`src/rtl/keypad_scanner_pkg.sv`:
```
// Shared key codes, FSM state encoding and decode helpers for the 4x4 keypad scanner.
// Pure definitions: no latency, no flow control.
package keypad_scanner_pkg;

    typedef enum logic [1:0] {
        SCAN     = 2'd0,
        DEBOUNCE = 2'd1,
        EMIT     = 2'd2,
        HOLD     = 2'd3
    } state_t;

    // Key codes are {row[1:0], col[1:0]}.
    localparam logic [3:0] KEY_A    = 4'h3;
    localparam logic [3:0] KEY_B    = 4'h7;
    localparam logic [3:0] KEY_C    = 4'hB;
    localparam logic [3:0] KEY_STAR = 4'hC;
    localparam logic [3:0] KEY_0    = 4'hD;
    localparam logic [3:0] KEY_HASH = 4'hE;
    localparam logic [3:0] KEY_D    = 4'hF;

    localparam logic [3:0] COL_RESET = 4'b1110;

    // Only the digits 1-9 carry a value; '0' is deliberately reported as 0.
    function automatic logic [3:0] code_to_digit(input logic [3:0] code);
        logic [3:0] digit;
        case (code)
            4'h0:    digit = 4'd1;
            4'h1:    digit = 4'd2;
            4'h2:    digit = 4'd3;
            4'h4:    digit = 4'd4;
            4'h5:    digit = 4'd5;
            4'h6:    digit = 4'd6;
            4'h8:    digit = 4'd7;
            4'h9:    digit = 4'd8;
            4'hA:    digit = 4'd9;
            KEY_A, KEY_B, KEY_C, KEY_D,
            KEY_0, KEY_STAR, KEY_HASH:
                     digit = 4'd0;
            default: digit = 4'd0;
        endcase
        return digit;
    endfunction

    function automatic logic [1:0] lowest_low_row(input logic [3:0] rows_n);
        logic [1:0] row;
        if (!rows_n[0])
            row = 2'd0;
        else if (!rows_n[1])
            row = 2'd1;
        else if (!rows_n[2])
            row = 2'd2;
        else
            row = 2'd3;
        return row;
    endfunction

    function automatic logic [3:0] col_drive(input logic [1:0] idx);
        return ~(4'b0001 << idx);
    endfunction

endpackage

```
`src/rtl/tick_gen.sv`:
```
// Free-running divider: one-clk tick every SCAN_DIV cycles, first tick SCAN_DIV-1 clk after reset.
// No backpressure; tick is combinational from the counter register.
module tick_gen #(
    parameter int SCAN_DIV = 50000
) (
    input  logic clk,
    input  logic rst_n,
    output logic tick
);

    localparam int CW = (SCAN_DIV > 1) ? $clog2(SCAN_DIV) : 1;
    localparam logic [CW-1:0] LAST = CW'(SCAN_DIV - 1);

    logic [CW-1:0] count;

    always_ff @(posedge clk) begin
        if (rst_n) begin
            count <= '0;
        end else if (count == LAST) begin
            count <= '0;
        end else begin
            count <= count + CW'(1);
        end
    end

    assign tick = (count == LAST);

endmodule

```
`src/rtl/keypad_scanner.sv`:
```
// 4x4 active-low keypad scan, debounce and decode; emits one-clk registered key events.
// Press latency: first seeing tick + (DEBOUNCE_SCANS-1) ticks + 1 clk; no backpressure, no auto-repeat.
module keypad_scanner
    import keypad_scanner_pkg::*;
#(
    parameter int SCAN_DIV       = 50000,
    parameter int DEBOUNCE_SCANS = 20
) (
    input  logic       clk,
    input  logic       rst_n,
    input  logic [3:0] row_n,
    output logic [3:0] col_n,
    output logic [3:0] key_value,
    output logic       key_valid,
    output logic       start,
    output logic       clear,
    output logic [3:0] key_code
);

    localparam int CNT_W = $clog2(DEBOUNCE_SCANS + 1);
    localparam logic [CNT_W-1:0] CNT_MAX  = CNT_W'(DEBOUNCE_SCANS);
    localparam logic [CNT_W-1:0] CNT_ONE  = CNT_W'(1);
    localparam logic [CNT_W-1:0] CNT_LAST = CNT_W'(DEBOUNCE_SCANS - 1);

    logic [3:0]       row_meta;
    logic [3:0]       row_s;
    logic             tick;
    state_t           state;
    logic [1:0]       col_idx;
    logic [CNT_W-1:0] cnt;
    logic [3:0]       cand;
    logic             key_seen;
    logic [3:0]       hit_code;

    // Rows idle high, so the synchroniser resets to "no key".
    always_ff @(posedge clk) begin
        if (rst_n) begin
            row_meta <= 4'hF;
            row_s    <= 4'hF;
        end else begin
            row_meta <= row_n;
            row_s    <= row_meta;
        end
    end

    tick_gen #(
        .SCAN_DIV (SCAN_DIV)
    ) u_tick_gen (
        .clk   (clk),
        .rst_n (rst_n),
        .tick  (tick)
    );

    assign key_seen = ~&row_s;
    assign hit_code = {lowest_low_row(row_s), col_idx};

    always_ff @(posedge clk) begin
        if (rst_n) begin
            state     <= SCAN;
            col_idx   <= 2'd0;
            col_n     <= COL_RESET;
            cnt       <= '0;
            cand      <= 4'h0;
            key_value <= 4'd0;
            key_valid <= 1'b0;
            start     <= 1'b0;
            clear     <= 1'b0;
            key_code  <= 4'h0;
        end else begin
            key_value <= 4'd0;
            key_valid <= 1'b0;
            start     <= 1'b0;
            clear     <= 1'b0;

            case (state)
                SCAN: begin
                    if (tick) begin
                        if (key_seen) begin
                            cand  <= hit_code;
                            cnt   <= CNT_ONE;
                            state <= (CNT_ONE == CNT_MAX) ? EMIT : DEBOUNCE;
                        end else begin
                            col_idx <= col_idx + 2'd1;
                            col_n   <= col_drive(col_idx + 2'd1);
                        end
                    end
                end

                // Column stays frozen; any change sends us back to rescan this column.
                DEBOUNCE: begin
                    if (tick) begin
                        if (key_seen && (hit_code == cand)) begin
                            cnt <= cnt + CNT_ONE;
                            if (cnt == CNT_LAST) begin
                                state <= EMIT;
                            end
                        end else begin
                            cnt   <= '0;
                            state <= SCAN;
                        end
                    end
                end

                EMIT: begin
                    key_valid <= 1'b1;
                    key_code  <= cand;
                    key_value <= code_to_digit(cand);
                    start     <= (cand == KEY_HASH);
                    clear     <= (cand == KEY_STAR);
                    cnt       <= '0;
                    state     <= HOLD;
                end

                // Wait for DEBOUNCE_SCANS quiet ticks on the frozen column before rescanning.
                HOLD: begin
                    if (tick) begin
                        if (key_seen) begin
                            cnt <= '0;
                        end else if (cnt == CNT_LAST) begin
                            cnt   <= '0;
                            state <= SCAN;
                        end else begin
                            cnt <= cnt + CNT_ONE;
                        end
                    end
                end

                default: begin
                    state <= SCAN;
                end
            endcase
        end
    end

endmodule

```
`config.mk`:
```
export PLATFORM = sky130hd
export DESIGN_NAME = keypad_scanner
export DESIGN_NICKNAME = d
export VERILOG_FILES = /design/src/rtl/keypad_scanner_pkg.sv /design/src/rtl/tick_gen.sv /design/src/rtl/keypad_scanner.sv
export SDC_FILE = /design/constraint.sdc
export NUM_CORES = 1
export LEC_CHECK = 0
export ABC_AREA = 1
export CAP_MARGIN = 20
export CORE_MARGIN = 4
export CORE_UTILIZATION = 51
export CTS_BUF_LIST = sky130_fd_sc_hd__clkbuf_8 sky130_fd_sc_hd__clkbuf_16
export DETAILED_ROUTE_END_ITERATION = 16
export HOLD_SLACK_MARGIN = 0.1
export PLACE_DENSITY = 0.83
export RECOVER_POWER = 50
export SYNTH_ARGS = -nofsm -noshare
export SYNTH_HDL_FRONTEND = slang
export SYNTH_HIERARCHICAL = 1
export SYNTH_SLANG_ARGS = --single-unit
```
`constraint.sdc`:
```
create_clock -name clk -period 2 [get_ports clk]
set_input_delay 0.6 -clock clk [delete_from_list [all_inputs] [get_ports clk]]
set_output_delay 0.6 -clock clk [all_outputs]
set_load 0.02 [all_outputs]
```
==> impl_metrics.toml, run 1 <==
[detailed_routing]
drtIter0Drc = 135
wl_um = 4380
drc = 0
dr.pass1.iters = 4
ant_nets = 0
num_vias = 2033
post_drt_wl_per_cell_um = 10.9
vias_per_cell = 5.07

[floorplan]
dieArea_mm2 = 0.00586
fp-row-count = 24
ios = 21
start_util = 0.539
die_width_um = 76.5
die_h_um = 76.5
core-area_mm2 = 0.00444

[synth]
synth-seq-area-share = 0.435
synth_cell_types = 25
yosys_warnings = 6
syn_nets = 337
syn_area_mm2 = 0.00239
syn_avg_cell_area_um2 = 7.46
synth-seq-cells = 52
syn_inst = 321

[timing]
hold_violations = 0
max_freq_mhz = 526
setup_viol = 0
fin_crit_sh = 0.950
worst_pin_slew_ns = 0.540
finalMaxSlewViolations = 0
period_minus_slack_ns = 1.90
slew_headroom = 0.639
rsz0062_at_grt = "no"
fin_skew_ns = 0.00469
final.setup.tns_ns = 0

[run]
maxCapViolations = 0

[place]
dp.cells = 393
port_buffers = 20
gp_congestion = 0.812
hpwl_um = 3210
placedInstanceArea_mm2 = 0.00268

[cts]
clockBufferDepth = 2
worstSkewPairLatency_ns = 0.30
cts.sinks = 52
root_buffer = "clkbuf_8"
cts_buffers = 5
htreeDepth = 2
clk_pin_slew_ns = 0.09
cts_tree = "built"

[worst_setup_path]
startpoint_type = "input pin"
cp_cell_sequence = "dlygate4sd3_1, clkbuf_1, nor2_1, nand2_1, nor3_1"
worstPathMaxFanout = 12
crit_slowest_cell = "dlygate4sd3_1"
cp_num_buf_inv = 2
crit_path_max_incr_delay_ns = 0.63
critical_path_class = "in2reg"
worstSetupEndpointType = "register"
crit_required_ns = 2.19
cpLargestDelayFamily = "buffers and inverters"
crit_arrival_ns = 2.08

[power]
power_mw = 1.71
swShare = 0.213
pwr-share-comb = 0.037
switchingPower_mw = 0.364
vdd_drop_max_mv = 0.712
pwr-share-clk = 0.346
p_leak_nw = 1.05
p_seq_frac = 0.617
power_density_mw_per_mm2 = 624
internal_power_mw = 1.35

[global_route]
grt_use_total = 0.156
met3_usage = 0.0402
grt_max_degree = 17
grt_pass1_vias = 1798
grtUsageMet2 = 0.251
grt_util_met1 = 0.200
antenna_found_initial = 0
grt_pass1_wl_um = 7650
gr-total-overflow = 0
top_usage_layer = "met2"

[hold_path]
hp-class = "reg2reg"

[layout]
antennaDiodeCount = 0
num-fill-cells = 404
area_growth_pct = 14.6
layout.cells.non_filler = 401
final_area_mm2 = 0.00274
final_nets = 364
final_layout_size_suffix_gt1_frac = 0.112
postLayoutCoreUtil = 0.617

[status]
status = "finished clean"
power by group through the flow:
stage	registers [mW]	clock network, mW	logic, mW
6_report	1.06	0.592	0.0637
5_1_grt	1.06	0.653	0.0729
4_1_cts	1.05	0.611	0.0699
3_5_place_dp	1.08	0	0.0694
3_3_place_gp	1.08	0	0.0678
2_1_floorplan	1.08	0	0.0477
per-stage QoR:
step / hold slack [ns] / worst slack (ns)
after global routing: 0.437 / 0.0128
after global placement: 0.403 / 0.167
after CTS: 0.422 / 0.0926
final: 0.421 / 0.100
after detailed placement: 0.401 / 0.114
after floorplan: 0.389 / 0.125
placed cells by master, fill, tap and decap left out, types with 4 or more instances in the layout:
cell,synthesis,layout
nor2_4,5,4
clkbuf_8,0,6
ha_1,10,9
clkdlybuf4s50_1,0,19
or2_2,10,10
a21oi_1,26,26
xor2_1,5,5
nor2_2,3,4
nor3_1,4,4
nand3_1,20,19
nor2_1,39,39
inv_1,35,36
nand4_1,6,6
inv_2,4,5
dfxtp_1,52,50
nand2_1,71,72
o21ai_0,18,18
path summary, 6_finish.rpt:
path	from	end	slack [ns]	depth (start not counted)
setup / recovery	rst_n	start$_SDFF_PP0_	0.10	5
hold / removal	row_meta[2]$_SDFF_PP1_	row_s[2]$_SDFF_PP1_	0.42	1
setup reg to reg	u_tick_gen/count[0]$_SDFF_PP0_	register	0.20	11
hold reg to reg	row_meta[2]$_SDFF_PP1_	row_s[2]$_SDFF_PP1_	0.42	1
state kept, by name, summed over array words and instances, names as in the netlist, named ones only:
register,count
u_tick_gen/count,16
key_valid,1
state,1
row_s,4
key_code,4
row_meta,4
col_idx,2
start,1
clear,1
cnt,5
col_n,4
cand,4
key_value,4
worst reg2reg max path, delay by kind of cell, from the launching register on:
kind                       cells  cell delay, ns
adders and majority gates      1            0.18
AOI/OAI and AO/OA              1            0.10
and+or+nand+nor                7            0.91
buffers and inverters          2            0.18
DFF                            1            0.36
cell usage after synthesis:
cell type	instances	share of area
nor2_1	39	0.061
nand2_2	1	0.0026
buf_6	1	0.0047
nand3_1	20	0.042
nor3_1	4	0.0084
nand4_1	6	0.016
xnor2_1	2	0.0073
nand2_4	2	0.0094
dfxtp_1	52	0.43
o21ai_1	1	0.0021
nor2_2	3	0.0078
or2_0	1	0.0026
o21ai_4	1	0.0068
nand2_1	71	0.11
inv_2	4	0.0063
nor2_4	5	0.024
ha_1	10	0.052
inv_1	35	0.055
o21ai_2	1	0.0037
or2_2	10	0.026
a21oi_1	26	0.054
o21ai_0	18	0.038
xor2_1	5	0.018
clkbuf_1	2	0.0031
a21oi_2	1	0.0037
metal layers:
layer,up-vias,wire (um),part of all wire
met5,-,0,0
met4,0,70,0.016
met3,7,187,0.043
met2,39,2000,0.46
met1,915,2130,0.49
li1,1072,-,-
cell type report:
cell class / instances / area, um^2 / area share
clock inverter: 2 / 7.51 / 0.00274
tap: 52 / 65.1 / 0.0237
inverter: 39 / 146 / 0.0534
clock buffer: 6 / 82.6 / 0.0301
sequential: 52 / 1040 / 0.380
timing repair buffer: 23 / 215 / 0.0784
multi-input combinational: 227 / 1180 / 0.431
repair_timing:
action / in CTS / in global routing
endpoints found under the setup margin: 0 / 12
hold buffers: 0 / 0
resized for setup: 0 / 6
buffers inserted: 0 / 0
cells by family (layout without fill, tap and decap cells):
| kind of cell | count (synthesis) | in the layout | synth area share |
|---|---|---|---|
| simple gates | 162 | 162 | 0.310 |
| compound gates | 48 | 48 | 0.108 |
| xor+xnor | 7 | 7 | 0.0256 |
| fa+ha+maj | 10 | 10 | 0.0522 |
| buf+inv | 42 | 70 | 0.0690 |
| flops | 52 | 52 | 0.435 |
No activity file was read; power rests on OpenSTA's default activity.
==> run 2, diff against run 1 <==
- SETUP_SLACK_MARGIN: unset -> 0.4
==> run 2 against run 1 <==
Effect of this change: core utilization up 5.1 points; total power increased by 10%; worst hold slack improved by 0.0062 ns; register-to-register slack better by 0.13 ns; maximum frequency grew 7.5%; via count up 7.3%; global-route usage rose by 1.7 points; critical path depth decreased by 2; final cell count grew 2.5%; final area increased by 8.2%; critical endpoint is now row_s[2]$_SDFF_PP1_; largest cell class unchanged; largest power group unchanged.
==> impl_metrics.toml, run 2 (same netlist as run 1, synthesis figures left out) <==
[status]
status = "finished clean"

[cts]
cts.sinks = 52
hold_buffers = 0
root_buffer = "clkbuf_8"
clk_pin_slew_ns = 0.09
clockBufferDepth = 2
cts_tree = "built"
worstSkewPairLatency_ns = 0.30
htreeDepth = 2
cts_buffers = 5

[layout]
final_common_cell = "nand2_1"
layout_common_cells = "nand2_1, dfxtp_1, nor2_1"
multi_input_area_mm2 = 0.00130
num-fill-cells = 353
final_layout_size_suffix_gt1_frac = 0.223
regMostFlops = "u_tick_gen/count"
antennaDiodeCount = 0
final_nets = 374
area_growth_pct = 24.0
largest_reg_flops = 16
top_regs = "u_tick_gen/count (16), cnt (5)"
final-seq-area_mm2 = 0.00106

[floorplan]
die_width_um = 76.5
core-area_mm2 = 0.00444
ios = 21
dieArea_mm2 = 0.00586
start_util = 0.539
die_h_um = 76.5
fp-row-count = 24

[global_route]
grt_use_total = 0.173
grt_pass1_vias = 2070
grt_pass1_wl_um = 8440
antenna_found_initial = 0
grt_max_degree = 17
gr-total-overflow = 0

[place]
gp_congestion = 0.812
hpwl_um = 3210
port_buffers = 20

[timing]
hold_violations = 0
max_freq_mhz = 566
fin_crit_sh = 0.884
rsz0062_at_grt = "yes"
worst_pin_slew_ns = 0.608
finalMaxSlewViolations = 0
slew_headroom = 0.595
period_minus_slack_ns = 1.77
setup_viol = 0
final.setup.tns_ns = 0
fin_skew_ns = 0.00535

[detailed_routing]
vias_per_cell = 5.31
num_vias = 2181
post_drt_wl_per_cell_um = 12.7
wl_um = 5220
dr.pass1.iters = 4
ant_nets = 0
drc = 0
drtIter0Drc = 207

[worst_setup_path]
crit_slowest_cell = "dlygate4sd3_1"
worstSetupEndpointType = "register"
cp_num_buf_inv = 2
crit_path_max_incr_delay_ns = 0.69
path_depth = 3
startpoint_type = "input pin"
cp_cell_sequence = "dlygate4sd3_1, clkbuf_1, or2_2"
cpLargestDelayFamily = "buffers and inverters"
worstPathMaxFanout = 13
crit_arrival_ns = 2.02
crit_required_ns = 2.25
critical_path_class = "in2reg"
ff2ff_path_depth = 8
regToRegSetupSlack_ns = 0.33

[run]
maxCapViolations = 0

[power]
power_mw = 1.89
vdd_drop_max_mv = 0.468
power_density_mw_per_mm2 = 636
p_leak_nw = 1.16

[hold_path]
hp-class = "reg2reg"
hold_path_depth = 1
[run 2: cell types whose count changed in the layout (fill, tap and decap cells not counted), moves of 6 or more]
cell	previous run	this run
buf_4	1	9
clkdlybuf4s50_1	19	4
dfxtp_1	50	44
dlygate4sd2_1	0	8
inv_1	36	30
o21ai_0	18	12
[run 2: power by group]
part	leakage, nW	switching [mW]	internal [mW]
registers	0.426	0.00943	1.05
clock network	0.0614	0.344	0.409
logic	0.676	0.0446	0.0361
[run 2: cell type report]
| cell class | count | share of cell area |
|---|---|---|
| Timing Repair Buffer | 32 | 0.0902 |
| Tap cell | 52 | 0.0219 |
| Clock inverter | 2 | 0.0131 |
| Inverter | 39 | 0.0514 |
| Multi-Input combinational cell | 227 | 0.437 |
| Sequential cell | 52 | 0.356 |
| Timing Repair inverter | 1 | 0.00253 |
| Clock buffer | 6 | 0.0278 |
[run 2: per-stage QoR]
step | utilization | std cells | hold slack [ns] | setup slack (ns) | instance area [um^2]
after floorplan | - | 321 | 0.389 | 0.401 | 2410
after global placement | 0.600 | 391 | 0.392 | 0.193 | 2670
after detailed placement | 0.600 | 391 | 0.410 | 0.142 | 2670
after CTS | 0.647 | 407 | 0.433 | 0.303 | 2880
after global routing | 0.668 | 411 | 0.436 | 0.148 | 2970
final | 0.668 | 411 | 0.427 | 0.232 | 2970
[run 2: timing repair]
action                                  CTS  global route
gates resized for setup                  34            40
pin swaps                                10             9
endpoints found under the setup margin   31            26
cloned                                    1             0
setup buffers                             7             4
[run 2: worst paths after layout]
path	start	end
hold reg to reg	row_meta[2]$_SDFF_PP1_	row_s[2]$_SDFF_PP1_
setup reg to reg	u_tick_gen/count[9]$_SDFF_PP0_	col_idx[0]$_SDFFE_PP0P_
setup / recovery	rst_n	row_s[2]$_SDFF_PP1_
hold / removal	row_meta[2]$_SDFF_PP1_	row_s[2]$_SDFF_PP1_
[run 2: per-layer routing]
metal,vias to the layer above,GRT usage,part of all wire
met3,20,0.0426,0.056
met2,78,0.290,0.49
met4,0,0.0870,0.032
met5,-,0,0
met1,989,0.205,0.43
li1,1094,-,-
